`src/rtl/sobel_pkg.sv`:
```
// Shared widths, kernel/state types and small arithmetic helpers for the Sobel window convolver.
package sobel_pkg;

    localparam int unsigned PIX_W    = 8;
    localparam int unsigned COEF_W   = 5;
    localparam int unsigned ACC_W    = 18;
    localparam int unsigned OUT_W    = 8;
    localparam int unsigned PROD_W   = PIX_W + COEF_W + 1;
    localparam int unsigned IDX_W    = 4;
    localparam int unsigned LAST_IDX = 8;

    typedef logic signed [COEF_W-1:0] coef_t;
    typedef coef_t [0:2][0:2]         kernel_t;

    typedef enum logic [1:0] {
        IDLE   = 2'd0,
        ACCUM  = 2'd1,
        RESULT = 2'd2
    } state_t;

    // Row-major coefficient select: idx 0..8 maps to [idx/3][idx%3].
    function automatic coef_t kernel_pick(input kernel_t k, input logic [IDX_W-1:0] idx);
        coef_t c_sel;
        c_sel = '0;
        for (int r = 0; r < 3; r++) begin
            for (int c = 0; c < 3; c++) begin
                if (idx == IDX_W'(r * 3 + c)) begin
                    c_sel = k[r][c];
                end
            end
        end
        return c_sel;
    endfunction

    // Absolute value one bit wider than the input so the most negative value stays exact.
    function automatic logic [ACC_W:0] abs_ext(input logic signed [ACC_W-1:0] v);
        logic signed [ACC_W:0] e;
        e = {v[ACC_W-1], v};
        return e[ACC_W] ? $unsigned((ACC_W+1)'(-e)) : $unsigned(e);
    endfunction

endpackage

```
`src/rtl/sobel_window_convolver_if.sv`:
```
// Kernel inputs, pixel stream and result handshake for the Sobel window convolver.
interface sobel_window_convolver_if;
    import sobel_pkg::*;

    kernel_t                  kx;
    kernel_t                  ky;
    logic                     start;
    logic                     pixel_valid;
    logic [PIX_W-1:0]         pixel_data;
    logic                     pixel_ready;
    logic                     result_valid;
    logic                     result_ready;
    logic signed [ACC_W-1:0]  gx;
    logic signed [ACC_W-1:0]  gy;
    logic [OUT_W-1:0]         grad;
    logic                     sat;
    logic                     busy;

    // Producer/consumer side (kernel source, pixel feeder, result sink).
    modport master (
        output kx, ky, start, pixel_valid, pixel_data, result_ready,
        input  pixel_ready, result_valid, gx, gy, grad, sat, busy
    );

    // Convolver side.
    modport slave (
        input  kx, ky, start, pixel_valid, pixel_data, result_ready,
        output pixel_ready, result_valid, gx, gy, grad, sat, busy
    );

endinterface

```
`src/rtl/sobel_mac_lane.sv`:
```
// One multiply-accumulate lane: kernel snapshot, coefficient select, signed MAC.
module sobel_mac_lane
    import sobel_pkg::*;
(
    input  logic                     clk,
    input  logic                     n_rst,
    input  logic                     load,
    input  kernel_t                  kernel_in,
    input  logic                     en,
    input  logic [IDX_W-1:0]         idx,
    input  logic [PIX_W-1:0]         pix,
    output logic signed [ACC_W-1:0]  acc_sum_c
);

    kernel_t                  kern_q, kern_d;
    logic signed [ACC_W-1:0]  acc_q, acc_d;
    coef_t                    coef_c;
    logic signed [PROD_W-1:0] pix_ext_c;
    logic signed [PROD_W-1:0] coef_ext_c;
    logic signed [PROD_W-1:0] prod_c;
    logic signed [ACC_W-1:0]  prod_ext_c;

    // Operands widened to the product width; true product always fits in PROD_W bits.
    always_comb begin
        coef_c     = kernel_pick(kern_q, idx);
        pix_ext_c  = $signed({{(PROD_W-PIX_W){1'b0}}, pix});
        coef_ext_c = $signed({{(PROD_W-COEF_W){coef_c[COEF_W-1]}}, coef_c});
        prod_c     = pix_ext_c * coef_ext_c;
        prod_ext_c = $signed({{(ACC_W-PROD_W){prod_c[PROD_W-1]}}, prod_c});
        acc_sum_c  = acc_q + prod_ext_c;
    end

    // Snapshot the kernel and clear on load; accumulate on each accepted beat.
    always_comb begin
        kern_d = kern_q;
        acc_d  = acc_q;
        if (load) begin
            kern_d = kernel_in;
            acc_d  = '0;
        end else if (en) begin
            acc_d  = acc_sum_c;
        end
    end

    // Lane state registers.
    always_ff @(posedge clk or negedge n_rst) begin
        if (!n_rst) begin
            kern_q <= '0;
            acc_q  <= '0;
        end else begin
            kern_q <= kern_d;
            acc_q  <= acc_d;
        end
    end

endmodule

```
`src/rtl/sobel_window_convolver.sv`:
```
// 3x3 Sobel window convolver: serial X/Y MACs over a 9-beat pixel stream, saturated |Gx|+|Gy|.
module sobel_window_convolver
    import sobel_pkg::*;
(
    input  logic                     clk,
    input  logic                     n_rst,
    sobel_window_convolver_if.slave  bus
);

    localparam int unsigned SUM_W = ACC_W + 2;
    localparam logic [SUM_W-1:0] SAT_MAX = SUM_W'((2 ** OUT_W) - 1);

    state_t                  state_q, state_d;
    logic [IDX_W-1:0]        idx_q, idx_d;
    logic                    pixel_ready_q, pixel_ready_d;
    logic                    result_valid_q, result_valid_d;
    logic                    busy_q, busy_d;
    logic signed [ACC_W-1:0] gx_q, gx_d;
    logic signed [ACC_W-1:0] gy_q, gy_d;
    logic [OUT_W-1:0]        grad_q, grad_d;
    logic                    sat_q, sat_d;

    logic                    load_c;
    logic                    accept_c;
    logic signed [ACC_W-1:0] acc_x_sum_c;
    logic signed [ACC_W-1:0] acc_y_sum_c;
    logic [ACC_W:0]          abs_x_c;
    logic [ACC_W:0]          abs_y_c;
    logic [SUM_W-1:0]        mag_sum_c;
    logic                    sat_c;
    logic [OUT_W-1:0]        grad_c;

    // Start is honoured only in IDLE; a pixel is taken only while ready is presented.
    assign load_c   = (state_q == IDLE) && bus.start;
    assign accept_c = (state_q == ACCUM) && pixel_ready_q && bus.pixel_valid;

    sobel_mac_lane u_lane_x (
        .clk       (clk),
        .n_rst     (n_rst),
        .load      (load_c),
        .kernel_in (bus.kx),
        .en        (accept_c),
        .idx       (idx_q),
        .pix       (bus.pixel_data),
        .acc_sum_c (acc_x_sum_c)
    );

    sobel_mac_lane u_lane_y (
        .clk       (clk),
        .n_rst     (n_rst),
        .load      (load_c),
        .kernel_in (bus.ky),
        .en        (accept_c),
        .idx       (idx_q),
        .pix       (bus.pixel_data),
        .acc_sum_c (acc_y_sum_c)
    );

    // Magnitude from the post-beat sums so the result is ready the cycle after beat 9.
    always_comb begin
        abs_x_c   = abs_ext(acc_x_sum_c);
        abs_y_c   = abs_ext(acc_y_sum_c);
        mag_sum_c = {1'b0, abs_x_c} + {1'b0, abs_y_c};
        sat_c     = (mag_sum_c > SAT_MAX);
        grad_c    = sat_c ? '1 : mag_sum_c[OUT_W-1:0];
    end

    // Next-state, beat counter and result capture.
    always_comb begin
        state_d = state_q;
        idx_d   = idx_q;
        gx_d    = gx_q;
        gy_d    = gy_q;
        grad_d  = grad_q;
        sat_d   = sat_q;
        case (state_q)
            IDLE: begin
                if (bus.start) begin
                    state_d = ACCUM;
                    idx_d   = '0;
                end
            end
            ACCUM: begin
                if (accept_c) begin
                    idx_d = idx_q + IDX_W'(1);
                    if (idx_q == IDX_W'(LAST_IDX)) begin
                        state_d = RESULT;
                        idx_d   = '0;
                        gx_d    = acc_x_sum_c;
                        gy_d    = acc_y_sum_c;
                        grad_d  = grad_c;
                        sat_d   = sat_c;
                    end
                end
            end
            RESULT: begin
                if (bus.result_ready) begin
                    state_d = IDLE;
                end
            end
            default: begin
                state_d = IDLE;
                idx_d   = '0;
            end
        endcase
        pixel_ready_d  = (state_d == ACCUM);
        result_valid_d = (state_d == RESULT);
        busy_d         = (state_d != IDLE);
    end

    // Control and output registers.
    always_ff @(posedge clk or negedge n_rst) begin
        if (!n_rst) begin
            state_q        <= IDLE;
            idx_q          <= '0;
            pixel_ready_q  <= 1'b0;
            result_valid_q <= 1'b0;
            busy_q         <= 1'b0;
            gx_q           <= '0;
            gy_q           <= '0;
            grad_q         <= '0;
            sat_q          <= 1'b0;
        end else begin
            state_q        <= state_d;
            idx_q          <= idx_d;
            pixel_ready_q  <= pixel_ready_d;
            result_valid_q <= result_valid_d;
            busy_q         <= busy_d;
            gx_q           <= gx_d;
            gy_q           <= gy_d;
            grad_q         <= grad_d;
            sat_q          <= sat_d;
        end
    end

    assign bus.pixel_ready  = pixel_ready_q;
    assign bus.result_valid = result_valid_q;
    assign bus.busy         = busy_q;
    assign bus.gx           = gx_q;
    assign bus.gy           = gy_q;
    assign bus.grad         = grad_q;
    assign bus.sat          = sat_q;

endmodule

```
`src/flat_wrapper.sv`:
```
// flat-port wrapper written by rule: the top's interface ports become plain ports
module sobel_window_convolver_flat import sobel_pkg::*;
  (clk, n_rst, bus_kx, bus_ky, bus_start, bus_pixel_valid, bus_pixel_data, bus_result_ready, bus_pixel_ready, bus_result_valid, bus_gx, bus_gy, bus_grad, bus_sat, bus_busy);
  sobel_window_convolver_if bus_i ();
  input  logic clk;
  input  logic n_rst;
  input wire logic [$bits(bus_i.kx)-1:0] bus_kx;
  input wire logic [$bits(bus_i.ky)-1:0] bus_ky;
  input wire logic [$bits(bus_i.start)-1:0] bus_start;
  input wire logic [$bits(bus_i.pixel_valid)-1:0] bus_pixel_valid;
  input wire logic [$bits(bus_i.pixel_data)-1:0] bus_pixel_data;
  input wire logic [$bits(bus_i.result_ready)-1:0] bus_result_ready;
  output wire logic [$bits(bus_i.pixel_ready)-1:0] bus_pixel_ready;
  output wire logic [$bits(bus_i.result_valid)-1:0] bus_result_valid;
  output wire logic [$bits(bus_i.gx)-1:0] bus_gx;
  output wire logic [$bits(bus_i.gy)-1:0] bus_gy;
  output wire logic [$bits(bus_i.grad)-1:0] bus_grad;
  output wire logic [$bits(bus_i.sat)-1:0] bus_sat;
  output wire logic [$bits(bus_i.busy)-1:0] bus_busy;
  assign bus_i.kx = bus_kx;
  assign bus_i.ky = bus_ky;
  assign bus_i.start = bus_start;
  assign bus_i.pixel_valid = bus_pixel_valid;
  assign bus_i.pixel_data = bus_pixel_data;
  assign bus_i.result_ready = bus_result_ready;
  assign bus_pixel_ready = bus_i.pixel_ready;
  assign bus_result_valid = bus_i.result_valid;
  assign bus_gx = bus_i.gx;
  assign bus_gy = bus_i.gy;
  assign bus_grad = bus_i.grad;
  assign bus_sat = bus_i.sat;
  assign bus_busy = bus_i.busy;
  sobel_window_convolver u_core (.clk(clk), .n_rst(n_rst), .bus(bus_i));
endmodule
```
`config.mk`:
```
export PLATFORM = sky130hd
export DESIGN_NAME = sobel_window_convolver_flat
export DESIGN_NICKNAME = d
export VERILOG_FILES = /design/src/rtl/sobel_pkg.sv /design/src/rtl/sobel_window_convolver_if.sv /design/src/rtl/sobel_mac_lane.sv /design/src/rtl/sobel_window_convolver.sv /design/src/flat_wrapper.sv
export SDC_FILE = /design/constraint.sdc
export NUM_CORES = 1
export LEC_CHECK = 0
export ABC_AREA = 1
export CAP_MARGIN = 30
export CORE_UTILIZATION = 35
export CTS_BUF_LIST = sky130_fd_sc_hd__clkbuf_8
export DETAILED_ROUTE_END_ITERATION = 8
export HOLD_SLACK_MARGIN = 0.03
export PLACE_DENSITY = 0.63
export SYNTH_ARGS = -nofsm -noshare
export SYNTH_HDL_FRONTEND = slang
export SYNTH_SLANG_ARGS = --single-unit
```
`constraint.sdc`:
```
create_clock -name clk -period 10.55 [get_ports clk]
set_clock_uncertainty 0.15 [all_clocks]
set_input_delay 2.11 -clock clk [delete_from_list [all_inputs] [get_ports clk]]
set_output_delay 2.11 -clock clk [all_outputs]
set_load 0.05 [all_outputs]
```
# [After elaboration in Yosys (flattened, before gate mapping)]
# Cells that the tools add are included.
[op_classes] n_reduce_logical=9 bitwise=1 magnitude_cmp=1 mul=2 n_addsub=6 eq_ne=14 mux=34
[op_table] operator="two-way mux 5 bit" count=18
[op_table] operator="two-way mux 18 bit" count=4
[op_table] operator="two-way mux 19 bit" count=2
[op_table] operator="negation 18 -> 19 bit" count=2
[op_table] operator="adder 18 x 14 -> 18 bit" count=2
[op_table] operator="multiplier 9 x 5 -> 14 bit" count=2
[op_table] operator="adder 19 x 19 -> 20 bit" count=1
[op_table] operator="greater-than comparator 20 x 8 -> 1 bit, second input constant" count=1
[op_table] operator="== test 4 x 3 -> 1 bit, second input constant" count=4
[op_table] operator="two-way mux 4 bit" count=3
[op_table] operator="case mux 4 bit (3 select lines)" count=1
[op_table] operator="== test 4 x 2 -> 1 bit, second input constant" count=2
[op_table] operator="two-way mux 2 bit" count=4
[op_table] operator="two-way mux 8 bit" count=1
[op_table] operator="case mux 2 bit (3 select lines)" count=1
[op_table] operator="AND reduction 3 bit" count=2
[op_table] operator="adder 4 x 1 -> 4 bit, second input constant" count=1
[op_table] operator="== test 2 x 1 -> 1 bit, second input constant" count=2
[op_table] operator="== test 2 bit, second input constant" count=2
[op_table] operator="== test 4 x 1 -> 1 bit, second input constant" count=1
[op_table] operator="== test 4 bit, second input constant" count=1
[op_table] operator="zero test 4 bit" count=1
[op_table] operator="nonzero test 2 bit" count=2
[op_table] operator="logical AND 1 bit" count=3
[op_table] operator="other kinds (4)" count=4
[word_totals] elab_cells=96 out_inout_bits=48 regBits=180

# [Longest topological paths before layout]
# Gate-level depths: netlist (run 1).
[logic_depth] depth_word=17 mapped_depth=52 ltp_nobuf=51

# [Hierarchy]
# Synthesis (run 1) repeated with hierarchy kept, for this count alone.
[unflattened] hier_cells=1717 hier_area_um2=13855.8
[modules_own_cells] module="sobel_mac_lane at u_core.u_lane_x" seq_area_each_um2=1576.5 n_inst=1 cells_per_inst=561 area_each_um2=4884.7
[modules_own_cells] module="sobel_mac_lane at u_core.u_lane_y" seq_area_each_um2=1576.5 n_inst=1 cells_per_inst=541 area_each_um2=4747.1
[modules_own_cells] module="sobel_window_convolver" seq_area_each_um2=1351.3 n_inst=1 cells_per_inst=615 area_each_um2=4224.1

# [Least setup slack after synthesis (run 1)]
# Ideal clock, no wire load.
[synth_path] kind="input-to-reg" startpoint="in bus_pixel_data[0]" endpoint="reg u_core.grad_q[3] (netlist: u_core.bus.grad[3])" n_path_buf=1 cell_stages=32 path_slack_ns=2.295 t_arrival_ns=7.987 setup_time_ns=0.118 path_cell_list="clkinv_1 > nand2_1 > fa_1 > fa_1 > inv_1 > fa_1 > fa_1 > fa_1 > nand3_1 > nand2_1 > nand3_1 > nand3_1 > nand2_1 > nand2_1 > a21oi_1 > inv_1 > nand3_4 > buf_2 > nand3_1 > nand2_1 > inv_1 > ha_1 > a21oi_1 > o21ai_0 > o21ai_0 > nand3_1 > nand2_1 > nand3_1 > nor2_1 > nand3_1 > o21bai_1 > inv_1"
[synth_between] elab_chain_cells=7 word_cells_on_any_way=11 classes_between="add/sub: 5; mul: 2; order compare: 1; mux: 3"
[synth_rtl] item="from (decl)" line="flat_wrapper.sv:11" source="input wire logic [$bits(bus_i.pixel_data)-1:0] bus_pixel_data;"
[synth_rtl] item="multiplier 9 x 5 -> 14 bit" line="sobel_mac_lane.sv:28" source="prod_c = pix_ext_c * coef_ext_c;"
[synth_rtl] item="adder 18 x 14 -> 18 bit" line="sobel_mac_lane.sv:30" source="acc_sum_c = acc_q + prod_ext_c;"
[synth_rtl] item="negation 18 -> 19 bit" line="sobel_pkg.sv:39" source="return e[ACC_W] ? $unsigned((ACC_W+1)'(-e)) : $unsigned(e);"
[synth_rtl] item="two-way mux 19 bit" line="sobel_pkg.sv:39"
[synth_rtl] item="adder 19 x 19 -> 20 bit *" line="sobel_window_convolver.sv:63" source="mag_sum_c = {1'b0, abs_x_c} + {1'b0, abs_y_c};"
[synth_rtl] item="greater-than comparator 20 x 8 -> 1 bit" line="sobel_window_convolver.sv:64" source="sat_c = (mag_sum_c > SAT_MAX);"
[synth_rtl] item="two-way mux 8 bit *" line="sobel_window_convolver.sv:65" source="grad_c = sat_c ? '1 : mag_sum_c[OUT_W-1:0];"
[synth_rtl] item="to (signal assigned)" line="sobel_window_convolver.sv:131" source="grad_q <= grad_d;"
[synth_rtl] item="to (decl)" line="sobel_window_convolver.sv:20" source="logic [OUT_W-1:0] grad_q, grad_d;"
# Mark *: on every way between the ends. The rest lies on a longest branch, timed or not.
# A chain may end at the register's enable or synchronous reset.

# [Worst setup path after layout (run 1)]
[layout_path] startpoint="reg u_core.idx_q[2]" endpoint="reg u_core.grad_q[4] (netlist: u_core.bus.grad[4])"
[layout_between] elab_chain_cells=17 word_cells_on_any_way=39 classes_between="add/sub: 5; mul: 2; order compare: 1; eq/ne: 8; mux: 21; reduce/logical: 2"
[layout_rtl] item="from (decl)" line="sobel_window_convolver.sv:14" source="logic [IDX_W-1:0] idx_q, idx_d;"
[layout_rtl] item="from (signal assigned)" line="sobel_window_convolver.sv:125" source="idx_q <= idx_d;"
[layout_rtl] item="zero test 4 bit" line="sobel_pkg.sv:27" source="if (idx == IDX_W'(r * 3 + c)) begin"
[layout_rtl] item="two-way mux 5 bit (9 in series)" line="sobel_pkg.sv:27"
[layout_rtl] item="multiplier 9 x 5 -> 14 bit" line="sobel_mac_lane.sv:28"
[layout_rtl] item="adder 18 x 14 -> 18 bit" line="sobel_mac_lane.sv:30"
[layout_rtl] item="negation 18 -> 19 bit" line="sobel_pkg.sv:39"
[layout_rtl] item="two-way mux 19 bit" line="sobel_pkg.sv:39"
[layout_rtl] item="adder 19 x 19 -> 20 bit" line="sobel_window_convolver.sv:63"
[layout_rtl] item="greater-than comparator 20 x 8 -> 1 bit" line="sobel_window_convolver.sv:64"
[layout_rtl] item="two-way mux 8 bit" line="sobel_window_convolver.sv:65"
# Several ways; a longest one is shown, not always the timed one.

==> metrics.md, run 1 <==
| Metric | Value |
|---|---|
| Row count | `74` |
| Largest net degree at the start of global routing | `122` |
| Largest stage delay, worst path | `620 ps` |
| GRT Residual Overflow | `0` |
| WP depth | `44` |
| DP HPWL | `33100 um` |
| Buf+Inv Stages, Crit Path | `4` |
| GPL Wtd Cong | `0.940` |
| Syn-to-layout area delta | `16.6%` |
| Status | `complete, no violations` |
| Chip width | `206 um` |
| CTS Sinks | `180` |
| Synth Instances | `1984` |
| Hold Vio Cnt, Final | `0` |
| Core Box Area | `0.0408 mm^2` |
| Routed vias/inst | `5.00` |
| Syn. warnings | `0` |
| Reg-to-reg slack, setup | `1110 ps` |
| Slew headroom | `33.7%` |
| R2r endpoint | `u_core.bus.grad[4]` |
| Initial antenna violation count | `0` |
| CTS root buf | `clkbuf_8` |
| Postcts setup bufs | `0` |
| Sequential area share after synthesis | `31.0%` |
| CTS buffer count | `17` |
| Via Count | `13266` |
| Top cell by count, worst path | `nand2_1` |
| Wire per inst | `15.9 um` |
| MaxCap Viol Count | `0` |
| Avg Inst Size Synth | `7.31 um^2` |
| RSZ-0062 raised after global routing | `no` |
| Netlist cell types | `43` |
| CP max-delay cell | `dfrtp_1` |
| Die Y | `206 um` |
| Worst Setup SP | `u_core.idx_q[2]` |
| Diode count | `0` |
| Critical path required time | `10830 ps` |
| Minimum clock period | `9440 ps` |
| Least-Margin Pin Slew | `992 ps` |
| Worst flop-to-flop path startpoint | `u_core.idx_q[2]` |
| ANT nets after route | `0` |
| Worst reg-to-reg path cell count | `44` |
| Die ar. | `0.0423 mm^2` |
| FMAX | `106 MHz` |
| Mapped cell area | `0.0145 mm^2` |
| Fin crit share | `89.5%` |
| Main synth FF type | `dfrtp_1` |
| DRC Markers | `0` |
| Yosys reg bits | `180` |
| Min-delay worst type | `reg -> reg` |
| Crit-path leading delay family | `simple AND/OR/NAND/NOR gates` |
| CP arrival | `9720 ps` |
| Vias in the first global route | `13184` |
| First-pass GRT wire length | `69400 um` |
| Post-synth EDFFs | `0` |
| Net count, final | `2393` |
| PortBufs | `150` |
| Startpoint Class | `flop` |
| Worst-path clk slew | `110 ps` |
| Total wire length | `42200 um` |
| Sum Neg Setup Slack | `0 ps` |
| Clk_lat worst skew | `530 ps` |
| Gr usage total | `20.9%` |
| Finish-stage setup viols | `0` |
| Setup crit end kind | `flop` |
| DRT iter0 DRCs | `797` |
| Post-CTS sizing | `0` |
| H-tree levels | `4` |
| CP Class | `reg -> reg` |
| Initial Utilization | `35.5%` |
| CTS tree | `done` |
| Final Max Tran Viols | `0` |
| Clk buf depth | `2` |
| Layout cells sized above 1 | `3.91%` |
| Post-CTS Hold Buffers | `0` |
| I/O pin cnt | `151` |
| Pre-antenna DRT Iters | `7` |
| Ys async rst share | `100%` |
| CP max FO | `18` |
| Crit path capture | `u_core.bus.grad[4]` |
==> metal layers <==
metal	vias to the layer above	GRT usage, %	wire length, um
met2	339	35.6	20200
met1	6294	27.7	19400
li1	6581	-	-
met4	0	6.14	864
met5	-	0	0
met3	52	2.66	1650
==> cell usage after synthesis, types with 9 or more instances <==
library cell,n,area [um^2]
o211ai_1,10,75.1
o22ai_1,10,62.6
o21ai_0,103,515
clkbuf_1,32,120
a21oi_1,37,185
nand3b_1,14,105
nand4_1,36,225
nor3_1,16,80.1
fa_1,61,1220
buf_2,9,45.0
a31oi_1,9,56.3
ha_1,121,1510
dfrtp_1,180,4500
xor2_1,25,219
nor2_1,158,593
nand3_1,166,831
nand2_1,680,2550
xnor2_1,19,166
inv_1,221,830
==> sequential cells by signal, indices dropped and copies added, names as in the netlist <==
name,count
u_core.u_lane_x.kern_q,45
u_core.u_lane_y.kern_q,45
u_core.bus.gx,18
u_core.bus.gy,18
u_core.u_lane_x.acc_q,18
u_core.u_lane_y.acc_q,18
u_core.bus.grad,8
u_core.idx_q,4
u_core.state_q,2
u_core.bus.busy,1
u_core.bus.pixel_ready,1
u_core.bus.result_valid,1
u_core.bus.sat,1
==> per-stage QoR <==
| stage | hold WS (ps) | utilization (%) | setup slack (ps) | area (um^2) | std cells |
|---|---|---|---|---|---|
| global route | 356 | 41.4 | 368 | 16900 | 2653 |
| detailed placement | 302 | 40.4 | 801 | 16500 | 2620 |
| CTS | 330 | 41.4 | 1150 | 16900 | 2652 |
| floorplan | 283 | - | 2290 | 14500 | 1985 |
| finish | 329 | 41.4 | 1110 | 16900 | 2653 |
| global placement | 295 | 40.4 | 808 | 16500 | 2619 |
==> final cells by class <==
cell class                      count  area [um^2]
Fill cell                        4229        23900
Multi-Input combinational cell   1522         8910
Sequential cell                   180         4500
Timing Repair Buffer              160         1600
Inverter                          227          852
Tap cell                          532          666
Clock buffer                       17          234
Clock inverter                     15          145
==> worst min-delay path, cell delays in order (launching register included) <==
cell     delay (ps)
dfrtp_1         360
nand2_1          50
nand2_1          40
==> placed cells by master, fill, tap and decap left out, types with 10 or more instances in the layout <==
master / count
o211ai_1: 10
clkdlybuf4s50_1: 149
nand3b_1: 14
dfrtp_1: 180
ha_1: 121
nand4_1: 36
o21ai_0: 103
a21oi_1: 37
nand3_1: 166
nor2_1: 156
xnor2_1: 19
nand2_1: 680
nor3_1: 16
fa_1: 61
xor2_1: 25
o22ai_1: 10
inv_1: 221
clkbuf_8: 18
==> worst min-delay path by stage <==
stage | slack (ps) | cells past startpoint | start | endpoint
floorplan | 280 | 2 | u_core.u_lane_x.kern_q[34] | u_core.u_lane_x.kern_q[34]
global placement | 300 | 2 | u_core.u_lane_y.kern_q[34] | u_core.u_lane_y.kern_q[34]
detailed placement | 300 | 2 | u_core.u_lane_y.kern_q[34] | u_core.u_lane_y.kern_q[34]
CTS | 330 | 2 | u_core.u_lane_y.kern_q[34] | u_core.u_lane_y.kern_q[34]
global route | 360 | 2 | u_core.u_lane_x.kern_q[42] | u_core.u_lane_x.kern_q[42]
finish | 330 | 2 | u_core.u_lane_x.kern_q[33] | u_core.u_lane_x.kern_q[33]
==> cell families (layout without fill, tap and decap cells) <==
kind of cell,after synthesis,count (layout),share of synthesized area [%]
AND/OR/NAND/NOR,1100,1100,32.3
buffers and inverters,283,419,7.66
AO/OA/AOI/OAI,192,192,7.29
adder cells (fa/ha/maj),182,182,18.8
flip-flops,180,180,31.0
XOR/XNOR,46,46,2.88
other,1,2,0.0258
Power of run 1 is not shown: default switching activity piles up to over one toggle a cycle in this logic, so the estimate is an artifact.
==> run 2: changes to the inputs <==
--- a/config.mk
+++ b/config.mk
@@ -12,6 +12,7 @@
 export DETAILED_ROUTE_END_ITERATION = 8
 export HOLD_SLACK_MARGIN = 0.03
 export PLACE_DENSITY = 0.63
+export SKIP_CTS_REPAIR_TIMING = 1
 export SYNTH_ARGS = -nofsm -noshare
 export SYNTH_HDL_FRONTEND = slang
 export SYNTH_SLANG_ARGS = --single-unit
==> results of run 2 <==
Final layout, timing and power as in run 1 (identical DEF).
Power of run 2 is left out for the same reason.
